--- config.mk ---
export PLATFORM = sky130hd
export DESIGN_NAME = sync_down_counter
export DESIGN_NICKNAME = d
export VERILOG_FILES = /design/src/rtl/sync_down_counter.sv
export SDC_FILE = /design/constraint.sdc
export NUM_CORES = 1
export LEC_CHECK = 0
export CAP_MARGIN = 30
export CORE_AREA = 10 10 52 54
export DETAILED_ROUTE_END_ITERATION = 8
export DIE_AREA = 0 0 62 64
export SYNTH_ARGS = -nofsm -noshare
export SYNTH_HDL_FRONTEND = slang
export SYNTH_SLANG_ARGS = --single-unit
export TNS_END_PERCENT = 100
--- constraint.sdc ---
create_clock -name clk -period 3.8 [get_ports clk]
set_input_delay 0.76 -clock clk [delete_from_list [all_inputs] [get_ports clk]]
set_output_delay 0.76 -clock clk [all_outputs]
set_load 0.01 [all_outputs]
--- src/rtl/sync_down_counter.sv ---
// Loadable synchronous down counter with one-shot / auto-reload modes.
// A two-state FSM (IDLE/RUN) gates counting and drives busy; tc is a registered one-cycle pulse.
module sync_down_counter #(
  parameter int WIDTH = 4
) (
  input  logic             clk,
  input  logic             rst,
  input  logic             ld,
  input  logic [WIDTH-1:0] din,
  input  logic             en,
  input  logic             mode,
  output logic [WIDTH-1:0] out,
  output logic             tc,
  output logic             busy
);

  typedef enum logic {
    IDLE = 1'b0,
    RUN  = 1'b1
  } state_t;

  localparam logic [WIDTH-1:0] ZERO = '0;
  localparam logic [WIDTH-1:0] ONE  = {{(WIDTH-1){1'b0}}, 1'b1};

  state_t           state_q, state_d;
  logic [WIDTH-1:0] out_q, out_d;
  logic [WIDTH-1:0] reload_q, reload_d;
  logic             tc_q, tc_d;

  always_comb begin
    // NOTE: every output of this block gets a default first, so no path leaves a
    // signal unassigned and no latch is inferred.
    state_d  = state_q;
    out_d    = out_q;
    reload_d = reload_q;
    tc_d     = 1'b0;

    if (ld) begin
      out_d    = din;
      reload_d = din;
      state_d  = (din != ZERO) ? RUN : IDLE;
    end else begin
      unique case (state_q)
        IDLE: begin
          // Holds everything; en has no effect until a load.
        end
        RUN: begin
          if (en) begin
            if (out_q > ONE) begin
              out_d = out_q - ONE;
            end else if (out_q == ONE) begin
              out_d   = ZERO;
              tc_d    = 1'b1;
              state_d = mode ? RUN : IDLE;
            end else if (mode && (reload_q != ZERO)) begin
              // Sitting at zero in auto-reload: restart from the stored value.
              out_d = reload_q;
            end else begin
              // Zero with nothing to reload (or one-shot selected): park at zero, never wrap.
              state_d = IDLE;
            end
          end
        end
        default: state_d = IDLE;
      endcase
    end
  end

  // NOTE: state registers use non-blocking assignments so every flop samples
  // the pre-edge values, independent of statement order.
  always_ff @(posedge clk or negedge rst) begin
    if (!rst) begin
      state_q  <= IDLE;
      out_q    <= ZERO;
      reload_q <= ZERO;
      tc_q     <= 1'b0;
    end else begin
      state_q  <= state_d;
      out_q    <= out_d;
      reload_q <= reload_d;
      tc_q     <= tc_d;
    end
  end

  assign out  = out_q;
  assign tc   = tc_q;
  assign busy = (state_q == RUN);

endmodule

==> metrics.txt, run 1 <==
sequential share of power about 45%; DP HPWL between 1000 and 1500 µm; post-synthesis register bit count 10; io pins 15; total negative slack 0 ns; full die area 3970 µm²; startpoint types register; Async S/R FF share, synth 100%; vias per cell between 5 and 6; setup slack, reg-to-reg roughly 2.1 ns; Clock Latency Late Sink between 0.2 and 0.3 ns; P_leak approximately 0.32 nW; CP peak stage delay 0.59 ns; CP startpoint out[2]; max cap viols 0; RSZ-0062 raised after global routing no; critical path depth 1; ratio of cells with drive above 1 in the final layout between 15 and 20%; Initial Util 34.4%; Setup CP Type register to output pin; H-tree levels 1; worst hold path class register to register; Antenna Cells 0; CP Max Fanout 6; Worst-path clk slew 0.07 ns; CP Buf/Inv Count 1; Tot Pwr 294 µW; fin. max-slew vios 0; CTS Buf Count 3; Int Pwr about 210 µW; cells on worst reg2reg path 5; via count just under 500; most common cell after layout, fill and taps aside clkdlybuf4s50_1; Worst setup endpoint out[2]; Clock power frac between 30% and 40%; Final period util between 50% and 60%; PortBufs 14; post-synthesis area per instance about 11 µm²; die span in y approximately 64 µm; initial antenna violation count 0; total congestion overflow 0; GRT Util Overall between 8 and 9%; Logic pwr share between 20% and 30%; share of the synthesized area in the top cell type 42.6%; Core Box Area 1710 µm²; DR DRC count 0; drt first-iter violations 15; most frequent cells in the layout clkdlybuf4s50_1 (14), dfrtp_1 (10), inv_1 (4), mux2_2 (4), a21oi_1 (4); switching power total ~82 µW; Crit Reg-Reg Startpoint out[0]; WP data required approximately 3 ns; clk root buf clkbuf_4; area of the multi-input gates between 300 and 400 µm²; Rows 15; status finished clean; Die W 62 µm; Final ANT Viol Nets 0; final hold vios 0; gpl congestion approximately 0.84; clk sinks 10; Synth cell types 26; crit path DAT 1.32 ns; Routed Wire Length around 1400 µm; synth top area cells dfrtp_1 (43%), mux2_2 (7.7%), ha_1 (4.3%); Rel. slew slack 64.1%; Setup crit end kind output pin; fin crit period around 2.1 ns; worst setup margin 1.72 ns; Setup Buffers After CTS 0; Post-Syn Nets between 60 and 70; Fmax roughly 480 MHz; CP max-delay cell clkdlybuf4s50_1; post-synthesis xor/xnor area fraction 0%; simple-gate share of the synthesized area 18.6%; DR WL/cell about 15 µm; pin count of the biggest net entering global routing 16; Longest Clk Path Bufs 2; dpl ws about 1.7 ns; largest family of logic cells by synthesized area compound AO/OA/AOI/OAI gates; Setup-failing EPs final 0; Synth area leader dfrtp_1; clk_skew 0.00227 ns; ys flop type dfrtp_1; CTS tree built; Switching Share 28.0%; Pre-antenna DRT Iters 4; Synth Area in Adders 4.26%; Syn. warnings 0; synth-to-layout area growth 34.5%; post-route design area about 800 µm²; FF-to-FF End out[0]; cts repair resizes 0; dpl cell area around 750 µm²; Reg area 250 µm²; critical path cell sequence clkdlybuf4s50_1; delay-heaviest family, CP buffers and inverters; net total in the final layout 84; maximum VDD drop approximately 0.27 mV; # hold bufs at CTS 0; vias in the first global route approximately 550; power density cells between 300 and 400 nW/µm²; Syn Inst Count 55; post-synthesis mux area share approximately 7.7%; sequential fraction of the synthesis area between 40% and 50%; Worst-Margin Slew approximately 0.54 ns; first-pass GRT wire length approximately 2500 µm; post-synth design cell area roughly 590 µm²; number of flops mapped to enable cells by yosys 0; filler cell count ~180; post-synthesis compound-gate area fraction between 20% and 30%
-- synth_stat cells, types with 2 or more instances --
| master | n |
|---|---|
| dfrtp_1 | 10 |
| a21oi_1 | 4 |
| inv_1 | 4 |
| mux2_2 | 4 |
| nand2_1 | 3 |
| nor2b_1 | 3 |
| ha_1 | 2 |
| nand2b_1 | 2 |
| nor2_1 | 2 |
| o211ai_1 | 2 |
| o21ai_0 | 2 |
| o311a_1 | 2 |
| or4_1 | 2 |
-- worst min-delay path by stage --
stage	from	end	slack, ns	depth (start not counted)
finish	reload_q[0]	reload_q[0]	0.58	1
global route	reload_q[3]	reload_q[3]	0.62	1
CTS	reload_q[3]	reload_q[3]	0.58	1
detailed placement	reload_q[3]	reload_q[3]	0.56	1
global placement	reload_q[0]	reload_q[0]	0.56	1
floorplan	rst	busy	0.46	0
-- layer usage --
layer	vias to the layer above	GRT usage [%]	part of all wire, %
met3	2	5.14	10
li1	245	-	-
met2	17	12.2	44
met1	231	9.10	45
met4	0	2.51	0.85
met5	-	0	0
-- through the flow --
step	hold WS, ns	std cells	utilization (%)
after floorplan	0.464	55	-
after global placement	0.563	93	44.1
after detailed placement	0.563	93	44.1
after CTS	0.579	97	46.2
after global routing	0.615	97	46.2
final	0.584	97	46.2
-- cell type report --
class,instances,share of cell area (%)
multi-input combinational,40,40.1
sequential,10,31.7
timing repair buffer,14,17.7
clock buffer,4,4.60
tap,25,3.96
inverter,4,1.90
-- power groups by stage --
| stage | clock, mW | combinational, mW | sequential [mW] |
|---|---|---|---|
| final | 0.0951 | 0.0675 | 0.132 |
| after global routing | 0.106 | 0.0752 | 0.134 |
| after CTS | 0.0996 | 0.0686 | 0.132 |
| after detailed placement | 0 | 0.0681 | 0.134 |
| after global placement | 0 | 0.0677 | 0.133 |
| after floorplan | 0 | 0.0336 | 0.133 |
-- registers in the layout (all words and copies together) (netlist names) --
| signal | count |
|---|---|
| reload_q | 4 |
| out | 4 |
| tc | 1 |
| busy | 1 |
-- cells by family (layout without fill, tap and decap cells) --
logic type,after synthesis,in the layout
simple gates,16,16
buf+inv,5,22
mux,4,4
flops,10,10
compound gates,18,18
fa+ha+maj,2,2
No activity file was read; power rests on OpenSTA's default activity.
==> run 2: changes to the inputs <==
==> constraint.sdc (replaced) <==
create_clock -name clk -period 2.1 [get_ports clk]
set_input_delay 0.42 -clock clk [delete_from_list [all_inputs] [get_ports clk]]
set_output_delay 0.42 -clock clk [all_outputs]
set_load 0.01 [all_outputs]
==> run 2 against run 1 <==
  * Final cell count is the same
  * Sequential cell count is the same
  * Final area is the same
  * Clock power grew 81%
  * Clock skew is essentially flat
  * Via count grew 1.6%
  * Critical path type unchanged
==> metrics.txt, run 2 (synthesized netlist as in run 1, its figures left out) <==
Longest Clk Path Bufs 2; DR DRC count 0; fin. max-slew vios 0; Worst-Margin Slew about 0.54 ns; Routed Wire Length ~1400 µm; Rows 15; crit path DAT roughly 1.3 ns; clk_skew about 0.0025 ns; initial antenna violation count 0; Int Pwr between 300 and 400 µW; Pre-antenna DRT Iters 4; most frequent cells in the layout clkdlybuf4s50_1 (14), dfrtp_1 (10), inv_1 (4), mux2_2 (4), a21oi_1 (4); final hold vios 0; Final period util between 80% and 90%; P_leak 0.315 nW; Logic pwr share between 20% and 30%; CTS tree built; maximum VDD drop a little under 0.5 mV; delay-heaviest family, CP buffers and inverters; first-pass GRT wire length around 2500 µm; Initial Util between 30 and 40%; net total in the final layout 84; Fmax roughly 570 MHz; vias per cell 5.19; sequential share of power 44.8%; Setup CP Type register to output pin; full die area 3970 µm²; CP peak stage delay 0.59 ns; drt first-iter violations 11; vias in the first global route 551; WP data required ~1.7 ns; H-tree levels 1; # hold bufs at CTS 0; PortBufs 14; most common cell after layout, fill and taps aside clkdlybuf4s50_1; switching power total between 100 and 150 µW; die span in y 64 µm; Setup-failing EPs final 0; clk root buf clkbuf_4; power density cells 674 nW/µm²; DR WL/cell between 10 and 15 µm; CTS Buf Count 3; total negative slack 0 ns; Worst-path clk slew 0.07 ns; CP Buf/Inv Count 1; Core Box Area 1710 µm²; status finished clean; ratio of cells with drive above 1 in the final layout between 15 and 20%; CP max-delay cell clkdlybuf4s50_1; synth-to-layout area growth 34.5%; DP HPWL approximately 1100 µm; Die W approximately 62 µm; max cap viols 0; critical path cell sequence clkdlybuf4s50_1; total congestion overflow 0; worst hold path class primary input to asynchronous set/reset pin; Clock power frac about 32%; io pins 15; GRT Util Overall between 8 and 9%; Switching Share around 28%; fin crit period around 1.7 ns; via count 503; Antenna Cells 0; filler cell count between 150 and 200; CP Max Fanout 6; Final ANT Viol Nets 0; Rel. slew slack 64.0%; cts repair resizes 0; RSZ-0062 raised after global routing no; Clock Latency Late Sink between 0.2 and 0.3 ns; Setup crit end kind output pin; clk sinks 10; gpl congestion around 0.84; pin count of the biggest net entering global routing 16; startpoint types register; Fin Hold WS between 0.4 and 0.5 ns; Setup Buffers After CTS 0
run 2: cell counts in the layout (fill, tap and decap cells not counted):
Identical to the previous run, type by type.
run 2: power groups by stage:
| stage | Clock [mW] | Combinational (mW) | Sequential (mW) |
|---|---|---|---|
| 4_1_cts | 0.180 | 0.124 | 0.238 |
| 6_report | 0.172 | 0.122 | 0.238 |
| 3_5_place_dp | 0 | 0.123 | 0.242 |
| 3_3_place_gp | 0 | 0.122 | 0.241 |
| 2_1_floorplan | 0 | 0.0608 | 0.241 |
| 5_1_grt | 0.192 | 0.136 | 0.242 |
run 2: per-layer routing:
| layer | up-vias | part of all wire, % | GRT usage, % |
|---|---|---|---|
| li1 | 246 | - | - |
| met1 | 235 | 44 | 9.10 |
| met2 | 20 | 44 | 12.2 |
| met3 | 2 | 11 | 5.14 |
| met4 | 0 | 0.85 | 2.51 |
| met5 | - | 0 | 0 |
run 2: path summary, 6_finish.rpt:
check                       startpoint          end  slack [ns]  cells past startpoint
max                             out[2]       out[2]        0.35                      1
min                                rst       out[1]        0.47                      1
max reg2reg                     out[0]       out[0]        0.43                      5
min reg2reg                reload_q[3]  reload_q[3]        0.58                      1
max in group asynchronous          rst         busy        1.31                      1
min in group clk           reload_q[3]  reload_q[3]        0.58                      1
run 2: area by class of cell:
class                      instances  area (µm²)  share of cell area, %
timing repair buffer              14         140                   17.7
multi-input combinational         40         317                   40.1
clock buffer                       4        36.3                   4.60
inverter                           4        15.0                   1.90
tap                               25        31.3                   3.96
sequential                        10         250                   31.7
run 2: per-stage QoR:
stage / worst slack (ns) / area (µm²) / util, % / total power, mW / cells
after CTS: 0.345 / 790 / 46.2 / 0.543 / 97
final: 0.355 / 790 / 46.2 / 0.532 / 97
after floorplan: 0.597 / 587 / - / 0.302 / 55
after global placement: 0.317 / 753 / 44.1 / 0.364 / 93
after global routing: 0.300 / 790 / 46.2 / 0.570 / 97
after detailed placement: 0.315 / 753 / 44.1 / 0.365 / 93
